## config.mk

```make
export PLATFORM = sky130hd
export DESIGN_NAME = multicycle_controller_flat
export DESIGN_NICKNAME = d
export VERILOG_FILES = /design/src/rtl/multicycle_controller_if.sv /design/src/rtl/multicycle_controller.sv /design/src/flat_wrapper.sv
export SDC_FILE = /design/constraint.sdc
export NUM_CORES = 1
export LEC_CHECK = 0
export ABC_AREA = 1
export BUFFER_PORTS_ARGS = -buffer_cell sky130_fd_sc_hd__buf_2
export CAP_MARGIN = 25
export CORE_MARGIN = 2
export CORE_UTILIZATION = 53
export CTS_CLUSTER_DIAMETER = 150
export DETAILED_ROUTE_END_ITERATION = 16
export GPL_TIMING_DRIVEN = 1
export PLACE_DENSITY = 0.84
export SLEW_MARGIN = 15
export SYNTH_ARGS = -nofsm -noshare
export SYNTH_HDL_FRONTEND = slang
export SYNTH_SLANG_ARGS = --single-unit
```

## constraint.sdc

```tcl
create_clock -name clock -period 4.3 [get_ports clock]
set_clock_uncertainty 0.2 [all_clocks]
set_input_delay 0.215 -clock clock [delete_from_list [all_inputs] [get_ports clock]]
set_output_delay 0.215 -clock clock [all_outputs]
set_load 0.01 [all_outputs]
```

## src/rtl/multicycle_controller_if.sv

```systemverilog
// Control bus between the multicycle controller and the datapath.
// Carries the instruction-memory handshake, the IR contents and every datapath
// enable/select the controller generates.
//   imem_ready   instruction memory data valid this cycle
//   ir           instruction register contents
//   ir_write     load IR from instruction memory
//   pc_write     load PC from ALU result (PC+2)
//   alu_src_a    0 = PC, 1 = register-file RD1
//   alu_src_b    00 = RD2, 01 = constant 2, 10 = sign-extended ir[7:0]
//   alu_control  ALU op code
//   reg_dst      0 = ir[9:8], 1 = ir[7:6] as write register
//   reg_write    register-file write enable
// master: the controller. slave: the datapath / instruction memory side.
interface multicycle_controller_if;
    logic        imem_ready;
    logic [15:0] ir;
    logic        ir_write;
    logic        pc_write;
    logic        alu_src_a;
    logic [1:0]  alu_src_b;
    logic [3:0]  alu_control;
    logic        reg_dst;
    logic        reg_write;

    modport master (
        input  imem_ready, ir,
        output ir_write, pc_write, alu_src_a, alu_src_b, alu_control, reg_dst, reg_write
    );

    modport slave (
        output imem_ready, ir,
        input  ir_write, pc_write, alu_src_a, alu_src_b, alu_control, reg_dst, reg_write
    );
endinterface

```

## src/rtl/multicycle_controller.sv

```systemverilog
// Moore-style sequencer for a 16-bit multicycle datapath: one ALU serves both the
// PC increment (FETCH) and instruction execution (EXECUTE). Stalls in FETCH until
// instruction memory is ready, halts on HALT_WORD and counts retired instructions.
// Ports:
//   clock        system clock, state updates on posedge
//   reset        synchronous, active-high, dominant over all other inputs
//   bus          control bus (master side), see multicycle_controller_if
//   halted       high while in HALT
//   instr_count  retired-instruction counter, wraps silently
module multicycle_controller #(
    parameter logic [15:0] HALT_WORD = 16'hFFFF,
    parameter int unsigned COUNT_W   = 16
) (
    input  logic                     clock,
    input  logic                     reset,
    multicycle_controller_if.master  bus,
    output logic                     halted,
    output logic [COUNT_W-1:0]       instr_count
);

    typedef enum logic [2:0] {
        StFetch,
        StDecode,
        StExecute,
        StWriteback,
        StHalt
    } state_e;

    localparam logic [COUNT_W-1:0] CountOne = COUNT_W'(1);

    state_e               state;
    logic                 alu_src_a_q;
    logic [1:0]           alu_src_b_q;
    logic [3:0]           alu_control_q;
    logic                 reg_dst_q;
    logic                 reg_write_q;
    logic                 halted_q;
    logic [COUNT_W-1:0]   count_q;

    logic [3:0]           opcode;
    logic                 op_legal;
    logic [3:0]           dec_control;
    logic [1:0]           dec_src_b;

    assign opcode   = bus.ir[15:12];
    assign op_legal = ~opcode[3];

    always_comb begin
        dec_control = 4'b0010;
        dec_src_b   = 2'b00;
        case (opcode)
            4'b0000: dec_control = 4'b0010;  // add
            4'b0001: dec_control = 4'b0110;  // sub
            4'b0010: dec_control = 4'b0000;  // and
            4'b0011: dec_control = 4'b0001;  // or
            4'b0100: dec_control = 4'b1100;  // nor
            4'b0101: dec_control = 4'b1101;  // nand
            4'b0110: dec_control = 4'b0111;  // slt
            4'b0111: begin                   // addi
                dec_control = 4'b0010;
                dec_src_b   = 2'b10;
            end
            default: ;
        endcase
    end

    // Registered outputs are loaded with the values belonging to the state being
    // entered, so they are valid for the whole cycle spent in that state.
    always_ff @(posedge clock) begin
        if (reset) begin
            state         <= StFetch;
            alu_src_a_q   <= 1'b0;
            alu_src_b_q   <= 2'b01;
            alu_control_q <= 4'b0010;
            reg_dst_q     <= 1'b0;
            reg_write_q   <= 1'b0;
            halted_q      <= 1'b0;
            count_q       <= '0;
        end else begin
            case (state)
                StFetch: begin
                    if (bus.imem_ready) begin
                        state <= StDecode;
                    end
                end
                StDecode: begin
                    if (bus.ir == HALT_WORD) begin
                        state    <= StHalt;
                        halted_q <= 1'b1;
                    end else begin
                        state         <= StExecute;
                        alu_src_a_q   <= 1'b1;
                        alu_src_b_q   <= dec_src_b;
                        alu_control_q <= dec_control;
                    end
                end
                StExecute: begin
                    if (op_legal) begin
                        state       <= StWriteback;
                        reg_write_q <= 1'b1;
                        reg_dst_q   <= (opcode != 4'b0111);
                    end else begin
                        // Illegal opcode retires as a NOP without a register write.
                        state         <= StFetch;
                        alu_src_a_q   <= 1'b0;
                        alu_src_b_q   <= 2'b01;
                        alu_control_q <= 4'b0010;
                        count_q       <= count_q + CountOne;
                    end
                end
                StWriteback: begin
                    state         <= StFetch;
                    alu_src_a_q   <= 1'b0;
                    alu_src_b_q   <= 2'b01;
                    alu_control_q <= 4'b0010;
                    reg_dst_q     <= 1'b0;
                    reg_write_q   <= 1'b0;
                    count_q       <= count_q + CountOne;
                end
                StHalt: begin
                    state <= StHalt;
                end
                default: begin
                    state <= StFetch;
                end
            endcase
        end
    end

    // Fetch strobes follow imem_ready directly; reset masks them and any pending
    // writeback so an aborted instruction never writes.
    assign bus.ir_write    = (state == StFetch) & bus.imem_ready & ~reset;
    assign bus.pc_write    = (state == StFetch) & bus.imem_ready & ~reset;
    assign bus.reg_write   = reg_write_q & ~reset;
    assign bus.alu_src_a   = alu_src_a_q;
    assign bus.alu_src_b   = alu_src_b_q;
    assign bus.alu_control = alu_control_q;
    assign bus.reg_dst     = reg_dst_q;
    assign halted          = halted_q;
    assign instr_count     = count_q;

endmodule
```

## src/flat_wrapper.sv

```systemverilog
// flat-port wrapper written by rule: the top's interface ports become plain ports
module multicycle_controller_flat 
#(
    parameter logic [15:0] HALT_WORD = 16'hFFFF,
    parameter int unsigned COUNT_W   = 16
)
  (clock, reset, halted, instr_count, bus_imem_ready, bus_ir, bus_ir_write, bus_pc_write, bus_alu_src_a, bus_alu_src_b, bus_alu_control, bus_reg_dst, bus_reg_write);
  multicycle_controller_if bus_i ();
  input  logic clock;
  input  logic reset;
  output logic halted;
  output logic [COUNT_W-1:0] instr_count;
  input wire logic [$bits(bus_i.imem_ready)-1:0] bus_imem_ready;
  input wire logic [$bits(bus_i.ir)-1:0] bus_ir;
  output wire logic [$bits(bus_i.ir_write)-1:0] bus_ir_write;
  output wire logic [$bits(bus_i.pc_write)-1:0] bus_pc_write;
  output wire logic [$bits(bus_i.alu_src_a)-1:0] bus_alu_src_a;
  output wire logic [$bits(bus_i.alu_src_b)-1:0] bus_alu_src_b;
  output wire logic [$bits(bus_i.alu_control)-1:0] bus_alu_control;
  output wire logic [$bits(bus_i.reg_dst)-1:0] bus_reg_dst;
  output wire logic [$bits(bus_i.reg_write)-1:0] bus_reg_write;
  assign bus_i.imem_ready = bus_imem_ready;
  assign bus_i.ir = bus_ir;
  assign bus_ir_write = bus_i.ir_write;
  assign bus_pc_write = bus_i.pc_write;
  assign bus_alu_src_a = bus_i.alu_src_a;
  assign bus_alu_src_b = bus_i.alu_src_b;
  assign bus_alu_control = bus_i.alu_control;
  assign bus_reg_dst = bus_i.reg_dst;
  assign bus_reg_write = bus_i.reg_write;
  multicycle_controller #(.HALT_WORD(HALT_WORD), .COUNT_W(COUNT_W)) u_core (.clock(clock), .reset(reset), .bus(bus_i), .halted(halted), .instr_count(instr_count));
endmodule
```

# ---- Word-level counts from Yosys, hierarchy flattened
# Cells that the tools add are included.
dict set report totals {
  regBits 29
  latchBits 0
  ramBits 0
  rom_bits 0
  in_bits 19
  out_inout_bits 28
  mem_count 0
}
dict set report classes {
  add_sub_neg 1
  mul 0
  div_mod_pow 0
  order_cmp 0
  eq_ne 17
  shift 0
  n_mux 21
  n_bitwise 4
  n_reduce_logical 7
}
# op n
set op_table {}
lappend op_table {{16-bit one-hot mux with 2 select lines} 1}
lappend op_table {{4-bit one-hot mux with 6 select lines} 1}
lappend op_table {{16-bit by 1-bit adder with 16-bit output, second input constant} 1}
lappend op_table {{16-bit == test, second input constant} 1}
lappend op_table {{4-bit by 3-bit == test with 1-bit output, second input constant} 4}
lappend op_table {{16-bit 2-to-1 mux} 1}
lappend op_table {{3-bit one-hot mux with 4 select lines} 1}
lappend op_table {{4-bit one-hot mux with 3 select lines} 1}
lappend op_table {{4-bit by 2-bit == test with 1-bit output, second input constant} 2}
lappend op_table {{2-bit 2-to-1 mux} 4}
lappend op_table {{4-bit 2-to-1 mux} 2}
lappend op_table {{2-bit inequality test, second input constant} 4}
lappend op_table {{3-bit by 2-bit == test with 1-bit output, second input constant} 2}
lappend op_table {{3-bit 2-to-1 mux} 2}
lappend op_table {{2-bit one-hot mux with 3 select lines} 1}
lappend op_table {{2-bit AND reduction} 3}
lappend op_table {{4-bit by 1-bit == test with 1-bit output, second input constant} 1}
lappend op_table {{1-bit 2-to-1 mux} 4}
lappend op_table {{4-bit by 3-bit inequality test with 1-bit output, second input constant} 1}
lappend op_table {{1-bit one-hot mux with 2 select lines} 2}
lappend op_table {{1-bit AND} 3}
lappend op_table {{3-bit by 1-bit == test with 1-bit output, second input constant} 1}
lappend op_table {{3-bit == test, second input constant} 1}
lappend op_table {{3-bit zero test} 1}
lappend op_table {{5 further kinds} 5}

# ---- Depth between registers and ports, before layout
dict set report depth {
  depth_word 4
  depth_mapped 10
  mapped_depth_nobuf 10
}

# ---- Least setup slack after synthesis
# No wires, ideal clock.
dict set report synth_path {
  kind {in2out}
  from {in reset}
  to {out bus_pc_write}
  arrival_time_ps 1221
  required_ps 3885
  slack_ps 2664
  cell_stages 6
  path_buffers 3
  path_cell_list {clkbuf_1 inv_1 buf_1 nand2_1 nor2_1 buf_4}
}
dict set report synth_between {
  elab_chain_cells 2
}
# element line
set synth_rtl {}
lappend synth_rtl {{start, declared} flat_wrapper.sv:10} ;# input logic reset;
lappend synth_rtl {{1-bit inverter} --}
lappend synth_rtl {{1-bit AND} --}
lappend synth_rtl {{end, declared} flat_wrapper.sv:16} ;# output wire logic [$bits(bus_i.pc_write)-1:0] bus_pc_write;
# Every way passes these cells.

# ---- Worst setup path in the final report
dict set report layout_path {
  from {reg u_core.count_q[1] (netlist: u_core.instr_count[1])}
  to {reg u_core.count_q[12] (netlist: u_core.instr_count[12])}
}
dict set report layout_between {
  elab_chain_cells 3
}
# element line
set layout_rtl {}
lappend layout_rtl {{start, declared} multicycle_controller.sv:38} ;# logic [COUNT_W-1:0] count_q;
lappend layout_rtl {{start signal, assigned} multicycle_controller.sv:108} ;# count_q <= count_q + CountOne;
lappend layout_rtl {{start signal, assigned} multicycle_controller.sv:118} ;# count_q <= count_q + CountOne;
lappend layout_rtl {{16-bit by 1-bit adder with 16-bit output *} {multicycle_controller.sv:108, multicycle_controller.sv:118}}
lappend layout_rtl {{16-bit 2-to-1 mux} multicycle_controller.sv:98} ;# if (op_legal) begin
lappend layout_rtl {{16-bit one-hot mux with 2 select lines *} multicycle_controller.sv:80} ;# case (state)
# Every way passes the cells marked *; elsewhere a longest branch is shown, timed or not. The select of a mux whose other input is x is not followed.
# A chain may end at the register's enable or synchronous reset.

==> impl_metrics.ini <==
[timing]
drv_slew = 0
finalWorstSetupSlack_ps = 2620
fin_crit_sh_pct = 39.1
hold_violations = 0
setup_violations = 0
fin_setup_tns_ps = 0
slew_headroom_pct = 66.5
tightest_slew_ps = 502
rsz0062_at_grt = false
whs_ps = 32.7
fmax_mhz = 594
fin_crit_ps = 1680

[route]
viasPerCell = 4.97
wl_per_cell_um = 10.1
drt_first_pass_iters = 4
dr.first_iter.drc_count = 40
ant_nets = 0
drc_errors = 0
totalWireLength_um = 2990
vias = 1465

[synthesis]
synth-seq-cells = 29
yosysWarnings = 0
ys_types = 28
yosys.area.top_type = dfxtp_1
yosysSeqAreaShare_pct = 40.4
postSynthAreaPerCell_um2 = 6.69
synthArstFlopShare_pct = 0
syn_inst = 215
syn_area_um2 = 1440
synth_area_leaders = dfxtp_1, nand2_1, nor2_1
synth_edf_count = 0
netlist.area_leader.share_pct = 40.4
synth_nets = 235
ys.flop_type = dfxtp_1

[place]
io_buffers = 46
place_inst = 287
place_ws_ps = 2620
gp_congestion = 0.805
hpwlAfterDp_um = 2290

[critical_path]
cpLargestDelayFamily = simple AND/OR/NAND/NOR gates
worstPathMaxFanout = 4
cp_slowest_stage_delay_ps = 370
worst_path_max_delay_cell = dfxtp_1
critPathRequiredTime_ps = 4330
crit_chain = ha_1 > nand2_1 > nor2_1 > nand2_1 > nor2_4 > nand2_1 > nor2_1 > nand2_1 > nand2_1 > nor2_1
critPathLaunchType = flip-flop
rrSetupSlack_ps = 2620
crit_type = flip-flop to flip-flop
crit_buf_inv = 0
crit_arrival_ps = 1710
path_common_cell = nand2_1
end_kind = flip-flop

[power]
vdd_drop_max_uv = 223
leakage_nw = 0.776
power_density_nw_per_um2 = 302

[grt]
antenna_found_initial = 0
grt_pass1_wl_um = 5060
grt_overflow = 0
grt.total_usage_pct = 20.1
first_global_vias = 1268
grt_max_degree = 17

[cts]
clk_pin_slew_worst_paths_ps = 90
cts_setup_buffers = 0
htreeDepth = 2
clk_root_buffer_cell = clkbuf_4
numClockSinks = 29
numCtsBuffers = 5
clk_latency_ps = 320
clockBufferDepth = 2
cts_tree = yes

[floorplanning]
num_rows = 18
die_w_um = 56.1
die_y_um = 56.1
start_util_pct = 57.0
core-area_um2 = 2520
io_pins = 47
dieArea_um2 = 3140

[hold_path]
worstHoldPathType = input port to flip-flop

[cells_and_area]
layout_commonest_cell = nand2_1
layout_common_cells = nand2_1, buf_2, nor2_1
multi_input_area_um2 = 737
drive_gt1_share_pct = 26.8
n_fill_cell = 233
final_nets = 285
num_antenna_cells = 0
instances_no_fill = 295
layout.area.seq_um2 = 581
area_growth_pct = 21.8

[job]
drv_cap = 0

[status]
status = completed
## kinds of logic (layout without fill, tap and decap cells)
family          Yosys count  count (layout)  share of synthesized area [%]
flops                    29              29                           40.4
simple gates            121             121                           37.1
buf+inv                  31              81                           8.36
compound gates           32              32                           12.7
xor+xnor                  1               1                          0.609
fa+ha+maj                 1               1                          0.870
## area by class of cell
type | count | share of cell area, %
clock buffer | 7 | 3.14
inverter | 27 | 5.79
multi-input combinational | 155 | 42.1
sequential | 29 | 33.1
tap | 30 | 2.14
timing repair buffer | 47 | 13.7
## power breakdown
group | switching, mW | internal [mW]
clock network | 0.0868 | 0.0770
registers | 0.00800 | 0.279
logic | 0.0484 | 0.0308
total | 0.143 | 0.386
## synth_stat cells, types with 2 or more instances
master and number:
a211oi_1 2, nand2_1 55, inv_2 8, nor3_1 4, nand3_2 2, clkbuf_1 2, nand3_1 13, nor2_1 36
a21oi_1 18, dfxtp_1 29, nand2_2 3, inv_1 19, o21ai_1 7, nor2_2 3
## metal layers
metal  wire length [um]  global-route usage [%]  vias to the layer above
met5                  0                       0                        -
met4                 48                    9.52                        0
met3                180                    5.12                        6
met2               1360                    32.9                       44
met1               1410                    24.5                      631
li1                   -                       -                      784
## sequential cells by signal, summed over array words and instances, names as in the netlist
name and flops:
u_core.bus.alu_control 4, u_core.bus.alu_src_a 1, u_core.bus.alu_src_b 2, u_core.bus.reg_dst 1
u_core.halted 1, u_core.instr_count 16, u_core.reg_write_q 1, u_core.state 3
## worst paths after layout
kind,endpoint,from,depth (start not counted)
hold reg to reg,u_core.reg_write_q$_SDFFE_PP0P_,u_core.reg_write_q$_SDFFE_PP0P_,2
setup reg to reg,u_core.instr_count[12]$_SDFFE_PP0P_,u_core.instr_count[1]$_SDFFE_PP0P_,10
hold / removal,u_core.instr_count[10]$_SDFFE_PP0P_,reset,2
setup / recovery,u_core.instr_count[12]$_SDFFE_PP0P_,u_core.instr_count[1]$_SDFFE_PP0P_,10
## per-stage QoR
| stage | power [mW] | util, % | cell area, um^2 |
|---|---|---|---|
| 2_1_floorplan | 0.346 | - | 1440 |
| 3_3_place_gp | 0.371 | 66.9 | 1690 |
| 3_5_place_dp | 0.372 | 66.9 | 1690 |
| 4_1_cts | 0.534 | 69.4 | 1750 |
| 5_1_grt | 0.560 | 69.4 | 1750 |
| 6_report | 0.530 | 69.4 | 1750 |
## worst register-to-register path, stage by stage, from the launching register on
cell,delay [ps]
dfxtp_1,370
ha_1,220
nand2_1,70
nor2_1,130
nand2_1,100
nor2_4,110
nand2_1,90
nor2_1,140
nand2_1,70
nand2_1,60
nor2_1,40
## what timing repair did
| item | CTS | global route |
|---|---|---|
| hold endpoints to repair | 1 | 0 |
| hold buffers | 1 | 0 |
| resized for setup | 0 | 0 |
Power figures use the tool's default switching activity.
